`src/rtl/kyber_pkg.sv`:
```
// Shared Kyber constants and small elaboration helpers used by the arithmetic
// sharing units (arbiters, tag pipes) around the NTT datapath.
package kyber_pkg;

   localparam int KYBER_Q     = 3329;
   localparam int COEFF_W     = 12;
   localparam int SUB_LATENCY = 3;

   // Index width that stays at least one bit wide, so single-bit selects remain legal.
   function automatic int clog2_min1(input int n);
      return (n <= 2) ? 1 : $clog2(n);
   endfunction

endpackage

```
`src/rtl/rr_arbiter.sv`:
```
// Round-robin arbiter: grants the first requester found scanning upward from ptr+1,
// wrapping modulo N. Purely combinational; the owner keeps the pointer register.
module rr_arbiter #(
   parameter int N  = 2,
   parameter int IW = (N <= 2) ? 1 : $clog2(N)
) (
   input  logic [N-1:0]  req,
   input  logic [IW-1:0] ptr,
   output logic [N-1:0]  gnt,
   output logic [IW-1:0] gnt_idx
);

   logic any_req;

   assign any_req = |req;

   always_comb begin
      // NOTE: every output gets a default before any conditional write, so no latch is inferred.
      gnt     = '0;
      gnt_idx = ptr;
      // Lowest requester overall is the wrap-around candidate; a lowest one above ptr overrides it.
      for (int i = N - 1; i >= 0; i--) begin
         if (req[i]) gnt_idx = IW'(i);
      end
      for (int i = N - 1; i >= 0; i--) begin
         if (req[i] && (IW'(i) > ptr)) gnt_idx = IW'(i);
      end
      if (any_req) gnt[gnt_idx] = 1'b1;
   end

endmodule

```
`src/rtl/mod_sub_arbiter.sv`:
```
// Shares one pipelined modular subtractor between NUM_REQ butterfly lanes: round-robin
// issue, a tag pipe tracking ownership through the subtractor, and drain/idle control.
module mod_sub_arbiter
   import kyber_pkg::*;
#(
   parameter int DATA_WIDTH  = COEFF_W,
   parameter int MODULUS     = KYBER_Q,
   parameter int NUM_REQ     = 2,
   parameter int SUB_LATENCY = kyber_pkg::SUB_LATENCY
) (
   input  logic                          clk,
   input  logic                          rst_n,
   input  logic                          enable,
   input  logic [NUM_REQ-1:0]            req_valid,
   input  logic [NUM_REQ*DATA_WIDTH-1:0] req_a,
   input  logic [NUM_REQ*DATA_WIDTH-1:0] req_b,
   output logic [NUM_REQ-1:0]            req_ready,
   output logic                          sub_enable,
   output logic                          sub_valid_in,
   output logic [DATA_WIDTH-1:0]         sub_a,
   output logic [DATA_WIDTH-1:0]         sub_b,
   input  logic [DATA_WIDTH-1:0]         sub_result,
   input  logic                          sub_valid_out,
   output logic [NUM_REQ-1:0]            rsp_valid,
   output logic [DATA_WIDTH-1:0]         rsp_result,
   output logic                          idle,
   output logic                          err_orphan
);

   localparam int TAG_W = clog2_min1(NUM_REQ);
   // Holds the worst case: SUB_LATENCY+1 ops in the pipe plus one whose strobe is pending.
   localparam int CNT_W = clog2_min1(SUB_LATENCY + 3);

   if (NUM_REQ < 2 || NUM_REQ > 8) begin : g_bad_num_req
      $error("mod_sub_arbiter: NUM_REQ must be within 2..8");
   end
   if (MODULUS < 2 || MODULUS >= (1 << DATA_WIDTH)) begin : g_bad_modulus
      $error("mod_sub_arbiter: MODULUS does not fit DATA_WIDTH");
   end

   logic [NUM_REQ-1:0]    req_eff;
   logic [NUM_REQ-1:0]    gnt;
   logic [TAG_W-1:0]      gnt_idx;
   logic                  hs;

   logic [TAG_W-1:0]      ptr_q, ptr_d;
   logic                  sub_enable_q, sub_enable_d;
   logic                  sub_valid_in_q, sub_valid_in_d;
   logic [DATA_WIDTH-1:0] sub_a_q, sub_a_d;
   logic [DATA_WIDTH-1:0] sub_b_q, sub_b_d;
   logic [TAG_W-1:0]      issue_tag_q, issue_tag_d;

   logic [SUB_LATENCY-1:0] tag_vld_q, tag_vld_d;
   logic [TAG_W-1:0]       tag_q [SUB_LATENCY];
   logic [TAG_W-1:0]       tag_d [SUB_LATENCY];
   logic                   tag_vld_out;
   logic [TAG_W-1:0]       tag_out;

   logic                  retire_q, retire_d;
   logic [NUM_REQ-1:0]    rsp_valid_q, rsp_valid_d;
   logic [DATA_WIDTH-1:0] rsp_result_q, rsp_result_d;
   logic                  err_orphan_q, err_orphan_d;
   logic [CNT_W-1:0]      cnt_q, cnt_d;

   // sub_enable_q doubles as "unit out of reset", keeping req_ready low during and right after reset.
   assign req_eff = req_valid & {NUM_REQ{enable & sub_enable_q}};

   rr_arbiter #(
      .N  (NUM_REQ),
      .IW (TAG_W)
   ) u_rr (
      .req     (req_eff),
      .ptr     (ptr_q),
      .gnt     (gnt),
      .gnt_idx (gnt_idx)
   );

   assign hs = |gnt;

   always_comb begin
      ptr_d          = ptr_q;
      sub_enable_d   = 1'b1;
      sub_valid_in_d = hs;
      sub_a_d        = sub_a_q;
      sub_b_d        = sub_b_q;
      issue_tag_d    = issue_tag_q;
      if (hs) begin
         ptr_d       = gnt_idx;
         sub_a_d     = req_a[int'(gnt_idx) * DATA_WIDTH +: DATA_WIDTH];
         sub_b_d     = req_b[int'(gnt_idx) * DATA_WIDTH +: DATA_WIDTH];
         issue_tag_d = gnt_idx;
      end
   end

   // Tag stage 0 is loaded alongside sub_valid_in, so the last stage lines up with sub_valid_out.
   always_comb begin
      tag_vld_d[0] = sub_valid_in_q;
      tag_d[0]     = issue_tag_q;
      for (int i = 1; i < SUB_LATENCY; i++) begin
         tag_vld_d[i] = tag_vld_q[i-1];
         tag_d[i]     = tag_q[i-1];
      end
   end

   assign tag_vld_out = tag_vld_q[SUB_LATENCY-1];
   assign tag_out     = tag_q[SUB_LATENCY-1];

   always_comb begin
      rsp_valid_d  = '0;
      rsp_result_d = rsp_result_q;
      retire_d     = tag_vld_out;
      err_orphan_d = err_orphan_q | (sub_valid_out ^ tag_vld_out);
      if (sub_valid_out && tag_vld_out) begin
         rsp_valid_d[tag_out] = 1'b1;
         rsp_result_d         = sub_result;
      end
   end

   // An op leaves the count when its response strobe has been issued, so idle trails the last strobe.
   always_comb begin
      cnt_d = cnt_q;
      if (hs && !retire_q)      cnt_d = cnt_q + CNT_W'(1);
      else if (!hs && retire_q) cnt_d = cnt_q - CNT_W'(1);
   end

   always_ff @(posedge clk or negedge rst_n) begin
      if (!rst_n) begin
         ptr_q          <= TAG_W'(NUM_REQ - 1);
         sub_enable_q   <= 1'b0;
         sub_valid_in_q <= 1'b0;
         sub_a_q        <= '0;
         sub_b_q        <= '0;
         issue_tag_q    <= '0;
         // NOTE: the tag pipe is reset as a whole; an op in flight at reset must never surface afterwards.
         tag_vld_q      <= '0;
         for (int i = 0; i < SUB_LATENCY; i++) tag_q[i] <= '0;
         retire_q       <= 1'b0;
         rsp_valid_q    <= '0;
         rsp_result_q   <= '0;
         err_orphan_q   <= 1'b0;
         cnt_q          <= '0;
      end else begin
         // NOTE: non-blocking updates make every flop sample its _d from the same pre-edge state.
         ptr_q          <= ptr_d;
         sub_enable_q   <= sub_enable_d;
         sub_valid_in_q <= sub_valid_in_d;
         sub_a_q        <= sub_a_d;
         sub_b_q        <= sub_b_d;
         issue_tag_q    <= issue_tag_d;
         tag_vld_q      <= tag_vld_d;
         for (int i = 0; i < SUB_LATENCY; i++) tag_q[i] <= tag_d[i];
         retire_q       <= retire_d;
         rsp_valid_q    <= rsp_valid_d;
         rsp_result_q   <= rsp_result_d;
         err_orphan_q   <= err_orphan_d;
         cnt_q          <= cnt_d;
      end
   end

   assign req_ready    = gnt;
   assign sub_enable   = sub_enable_q;
   assign sub_valid_in = sub_valid_in_q;
   assign sub_a        = sub_a_q;
   assign sub_b        = sub_b_q;
   assign rsp_valid    = rsp_valid_q;
   assign rsp_result   = rsp_result_q;
   assign idle         = (cnt_q == '0) && !sub_valid_in_q;
   assign err_orphan   = err_orphan_q;

endmodule
```
`config.mk`:
```
export PLATFORM = sky130hd
export DESIGN_NAME = mod_sub_arbiter
export DESIGN_NICKNAME = d
export VERILOG_FILES = /design/src/rtl/kyber_pkg.sv /design/src/rtl/rr_arbiter.sv /design/src/rtl/mod_sub_arbiter.sv
export SDC_FILE = /design/constraint.sdc
export NUM_CORES = 1
export LEC_CHECK = 0
export BUFFER_PORTS_ARGS = -buffer_cell sky130_fd_sc_hd__buf_2
export CELL_PAD_IN_SITES_DETAIL_PLACEMENT = 0
export CELL_PAD_IN_SITES_GLOBAL_PLACEMENT = 2
export CORE_MARGIN = 1
export CORE_UTILIZATION = 32
export CTS_BUF_LIST = sky130_fd_sc_hd__clkbuf_4
export CTS_CLUSTER_DIAMETER = 60
export DETAILED_ROUTE_END_ITERATION = 12
export PLACE_DENSITY = 0.93
export SETUP_SLACK_MARGIN = 0.15
export SLEW_MARGIN = 20
export SYNTH_ARGS = -nofsm -noshare
export SYNTH_HDL_FRONTEND = slang
export SYNTH_HIERARCHICAL = 1
export SYNTH_SLANG_ARGS = --single-unit
```
`constraint.sdc`:
```
create_clock -name clk -period 3.8 [get_ports clk]
set_input_delay 0.19 -clock clk [delete_from_list [all_inputs] [get_ports clk]]
set_output_delay 0.19 -clock clk [all_outputs]
set_load 0.1 [all_outputs]
```
==> metrics.log <==
INFO  metric run_status = complete, no violations
INFO  metric remaining_drc_errors = 0
INFO  metric routedWlPerCell = between 10 and 15 µm
INFO  metric post-synth-top-area-fraction = 0.549
INFO  metric regToRegStartpoint = sub_enable
INFO  metric cp-startpoint = sub_enable
INFO  metric finish.net_count = between 300 and 400
INFO  metric start_util = 0.339
INFO  metric synth_simple_gate_area_frac = 0.0893
INFO  metric crit_path_end = cnt_q[1]
INFO  metric worst-slew-pin-transition = 1.01 ns
INFO  metric grt_pass1_vias = approximately 1400
INFO  metric fillers = 708
INFO  metric timing.reg2reg.worst_path_depth = 8
INFO  metric rows = 30
INFO  metric ys_warn_count = 6
INFO  metric boundaryPins = 110
INFO  metric crit_family = simple AND/OR/NAND/NOR gates
INFO  metric leading_cell_types_by_total_area_after_synthesis = sky130_fd_sc_hd__dfrtp_1 (55%), sky130_fd_sc_hd__mux2i_1 (10%), sky130_fd_sc_hd__a21oi_2 (8.9%)
INFO  metric drt-vias-per-instance = roughly 4.2
INFO  metric r2r_setup_slack = about 1.7 ns
INFO  metric worst_path_max_delay_cell = sky130_fd_sc_hd__fa_1
INFO  metric tritoncts = built
INFO  metric rsz_0062_raised_after_global_routing = no
INFO  metric worstHoldStart = sub_result[3]
INFO  metric worstSetupEndpointType = register
INFO  metric synth_cell_type_count = 26
INFO  metric slew_headroom = 0.327
INFO  metric setup.worst_path.class = reg2reg
INFO  metric h-tree-depth = 2
INFO  metric crit-reg2reg-capture = cnt_q[1]
INFO  metric final.min_clock_period = roughly 2.1 ns
INFO  metric crit_cells = 8
INFO  metric first_pass_grt_wire_length = about 6700 µm
INFO  metric grt_antenna_before_repair = 0
INFO  metric die_x = just under 90 µm
INFO  metric synth_adder_area_share = 0.0190
INFO  metric synth_mux_area_frac = 0.163
INFO  metric cp_data_arrival_time = approximately 2.4 ns
INFO  metric layout_skew = around 0.0083 ns
INFO  metric net_switching_fraction_of_the_power = 0.548
INFO  metric ys_ff_latch = 53
INFO  metric detail_route.wirelength = between 4000 and 5000 µm
INFO  metric clock_latency = between 0.3 and 0.4 ns
INFO  metric cell_internal_pwr = roughly 1000 µW
INFO  metric num_vias = between 1500 and 2000
INFO  metric layout-drive-gt1-share = 0.649
INFO  metric p_leak = 0.00142 µW
INFO  metric pwr-share-seq = 0.345
INFO  metric antenna_cells = 0
INFO  metric cts_setup_buffers = 0
INFO  metric grt_start_max_net_pins = 54
INFO  metric cts_inserted_buffers = 5
INFO  metric sequential_cell_area = 1330 µm²
INFO  metric syn2layout_area_growth = 27.6%
INFO  metric clk_path_buf_depth = 2
INFO  metric root_driver = sky130_fd_sc_hd__clkbuf_4
INFO  metric area_of_the_multi_input_gates = 935 µm²
INFO  metric power.share.combinational = 0.552
INFO  metric post-dp-hpwl = ~3200 µm
INFO  metric part_of_the_power_in_the_clock_network = 0.102
INFO  metric power.ir.vdd_worst = between 300 and 400 µV
INFO  metric setup_viol = 0
INFO  metric clkTransAtPathRegs = between 0.1 and 0.15 ns
INFO  metric crit_chain = and3_1, nand2b_1, and2_1, or2_2, ha_1, inv_1, fa_1, mux2_2
INFO  metric timing_hold_violations_final = 0
INFO  metric place.gp.congestion = around 0.66
INFO  metric firstDrtPassIters = 4
INFO  metric synth_xor_xnor_area_share = 0.0111
INFO  metric gr-total-overflow = 0
INFO  metric core_region_area = around 7000 µm²
INFO  metric worstPathRequired = between 4 and 5 ns
INFO  metric power_density = ~750 nW/µm²
INFO  metric synthesis.area = approximately 2400 µm²
INFO  metric final_max_slew_viol_count = 0
INFO  metric netlist.top_cell.by_area = sky130_fd_sc_hd__dfrtp_1
INFO  metric critPathBufInv = 1
INFO  metric synth.avg_cell_area = approximately 14 µm²
INFO  metric critical-path-max-stage-delay = around 0.4 ns
INFO  metric synth-compound-area-share = 0.101
INFO  metric worstPathMaxFanout = 3
INFO  metric die_height = 88.0 µm
INFO  metric timing.setup.tns = 0 ns
INFO  metric final.period_utilization = 0.562
INFO  metric p_sw = roughly 1200 µW
INFO  metric synthesis.instances = roughly 180
INFO  metric cts_sinks = 53
INFO  metric drv.max_cap_violation_count = 0
INFO  metric combinational_family_with_the_most_area_after_synthesis = multiplexers
INFO  metric initialDrtViolationCount = 66
INFO  metric worstHoldPathType = in2reg
INFO  metric port-buffer-count = 109
INFO  metric synth_fp_nets = between 200 and 250
INFO  metric drtAntennaViolNets = 0
INFO  metric dieArea = roughly 7700 µm²
INFO  metric timing.hold.ws = 0.0485 ns
INFO  metric grt_util_all_layers = 0.115
INFO  metric maxClockFrequency = approximately 0.47 GHz
INFO  metric start_kind = register
INFO  metric synth_seq_area_share = 0.560
-- cells in the final DEF, fill, tap and decap left out, types with 2 or more instances in the layout --
master                     Yosys  routed
sky130_fd_sc_hd__or2_2         1       2
sky130_fd_sc_hd__mux2i_1      24      24
sky130_fd_sc_hd__dfrtp_1      52      52
sky130_fd_sc_hd__o21ai_2       2       2
sky130_fd_sc_hd__clkinv_1      0       2
sky130_fd_sc_hd__nor2_2       23      23
sky130_fd_sc_hd__ha_1          2       2
sky130_fd_sc_hd__and2_1        2       2
sky130_fd_sc_hd__a21oi_2      24      24
sky130_fd_sc_hd__buf_4         1       2
sky130_fd_sc_hd__inv_1         5       5
sky130_fd_sc_hd__nor2_1        2       2
sky130_fd_sc_hd__and3_1        2       2
sky130_fd_sc_hd__mux2_2       13      13
sky130_fd_sc_hd__buf_2         0     109
sky130_fd_sc_hd__clkbuf_4      0       5
sky130_fd_sc_hd__xor2_1        2       2
-- state kept, by name, indices dropped and copies added (netlist names) --
register	count
cnt_q	3
err_orphan	1
issue_tag_q	1
ptr_q	1
retire_q	1
rsp_result	12
rsp_valid	2
sub_a	12
sub_b	12
sub_enable	1
sub_valid_in	1
tag_d	2
tag_out	1
tag_vld_q	3
-- power groups by stage --
stage	logic (µW)	registers, µW	clock network, µW
after floorplan	347	1530	0
after global placement	1260	796	0
after detailed placement	1270	800	0
after CTS	1270	790	253
after global routing	1320	807	273
final	1260	787	233
-- synth_stat cells, drive strengths merged --
cell type  count
dfrtp         52
nor2          25
a21oi         24
mux2i         24
mux2          13
buf           10
inv            5
o21ai          3
and2           2
and3           2
ha             2
or2            2
xor2           2
a21boi         1
conb           1
dfstp          1
fa             1
nand2          1
nand2b         1
nor2b          1
nor4           1
xnor2          1
-- worst min-delay path by stage --
stage	end	slack [ns]	depth (start not counted)
floorplan	cnt_q[0]	-0.11	0
global placement	tag_vld_q[2]	0.34	0
detailed placement	tag_vld_q[1]	0.34	0
CTS	rsp_result[3]	0.02	2
global route	rsp_result[4]	0.01	2
finish	rsp_result[3]	0.05	2
-- through the flow --
| step | std cells | instance area, µm² | total power [µW] | setup slack (ns) | util |
|---|---|---|---|---|---|
| 6_report | 381 | 3020 | 2280 | 1.66 | 0.433 |
| 5_1_grt | 381 | 3020 | 2400 | 1.54 | 0.433 |
| 4_1_cts | 381 | 3020 | 2310 | 1.65 | 0.433 |
| 3_5_place_dp | 372 | 2960 | 2070 | 1.67 | 0.424 |
| 3_3_place_gp | 372 | 2960 | 2060 | 1.72 | 0.424 |
| 2_1_floorplan | 175 | 2380 | 1880 | 0.161 | - |
-- cells by family after synthesis --
group | after synthesis
other | 1
adders and majority gates | 3
DFF | 53
buffers and inverters | 15
and+or+nand+nor | 35
xor gates and xnor gates | 3
AOI/OAI and AO/OA | 28
muxes | 37
-- area by class of cell --
class | instances | area share
Sequential cell | 53 | 0.439
Multi-Input combinational cell | 107 | 0.309
Timing Repair Buffer | 112 | 0.189
Tap cell | 96 | 0.0398
Clock buffer | 5 | 0.0124
Inverter | 5 | 0.00621
Clock inverter | 3 | 0.00414
-- metal layers --
metal	part of all wire	wire (µm)	GRT usage	up-vias
met5	0	0	0	-
met4	0.013	55	0.0352	0
met3	0.067	292	0.0349	6
met2	0.50	2180	0.202	65
met1	0.43	1870	0.134	731
li1	-	-	-	806
-- repair_timing --
action                    4_1_cts  5_1_grt
hold buffers                    1        0
hold endpoints to repair       52        0
gates resized for setup         0        0
No activity file was read; power rests on OpenSTA's default activity.
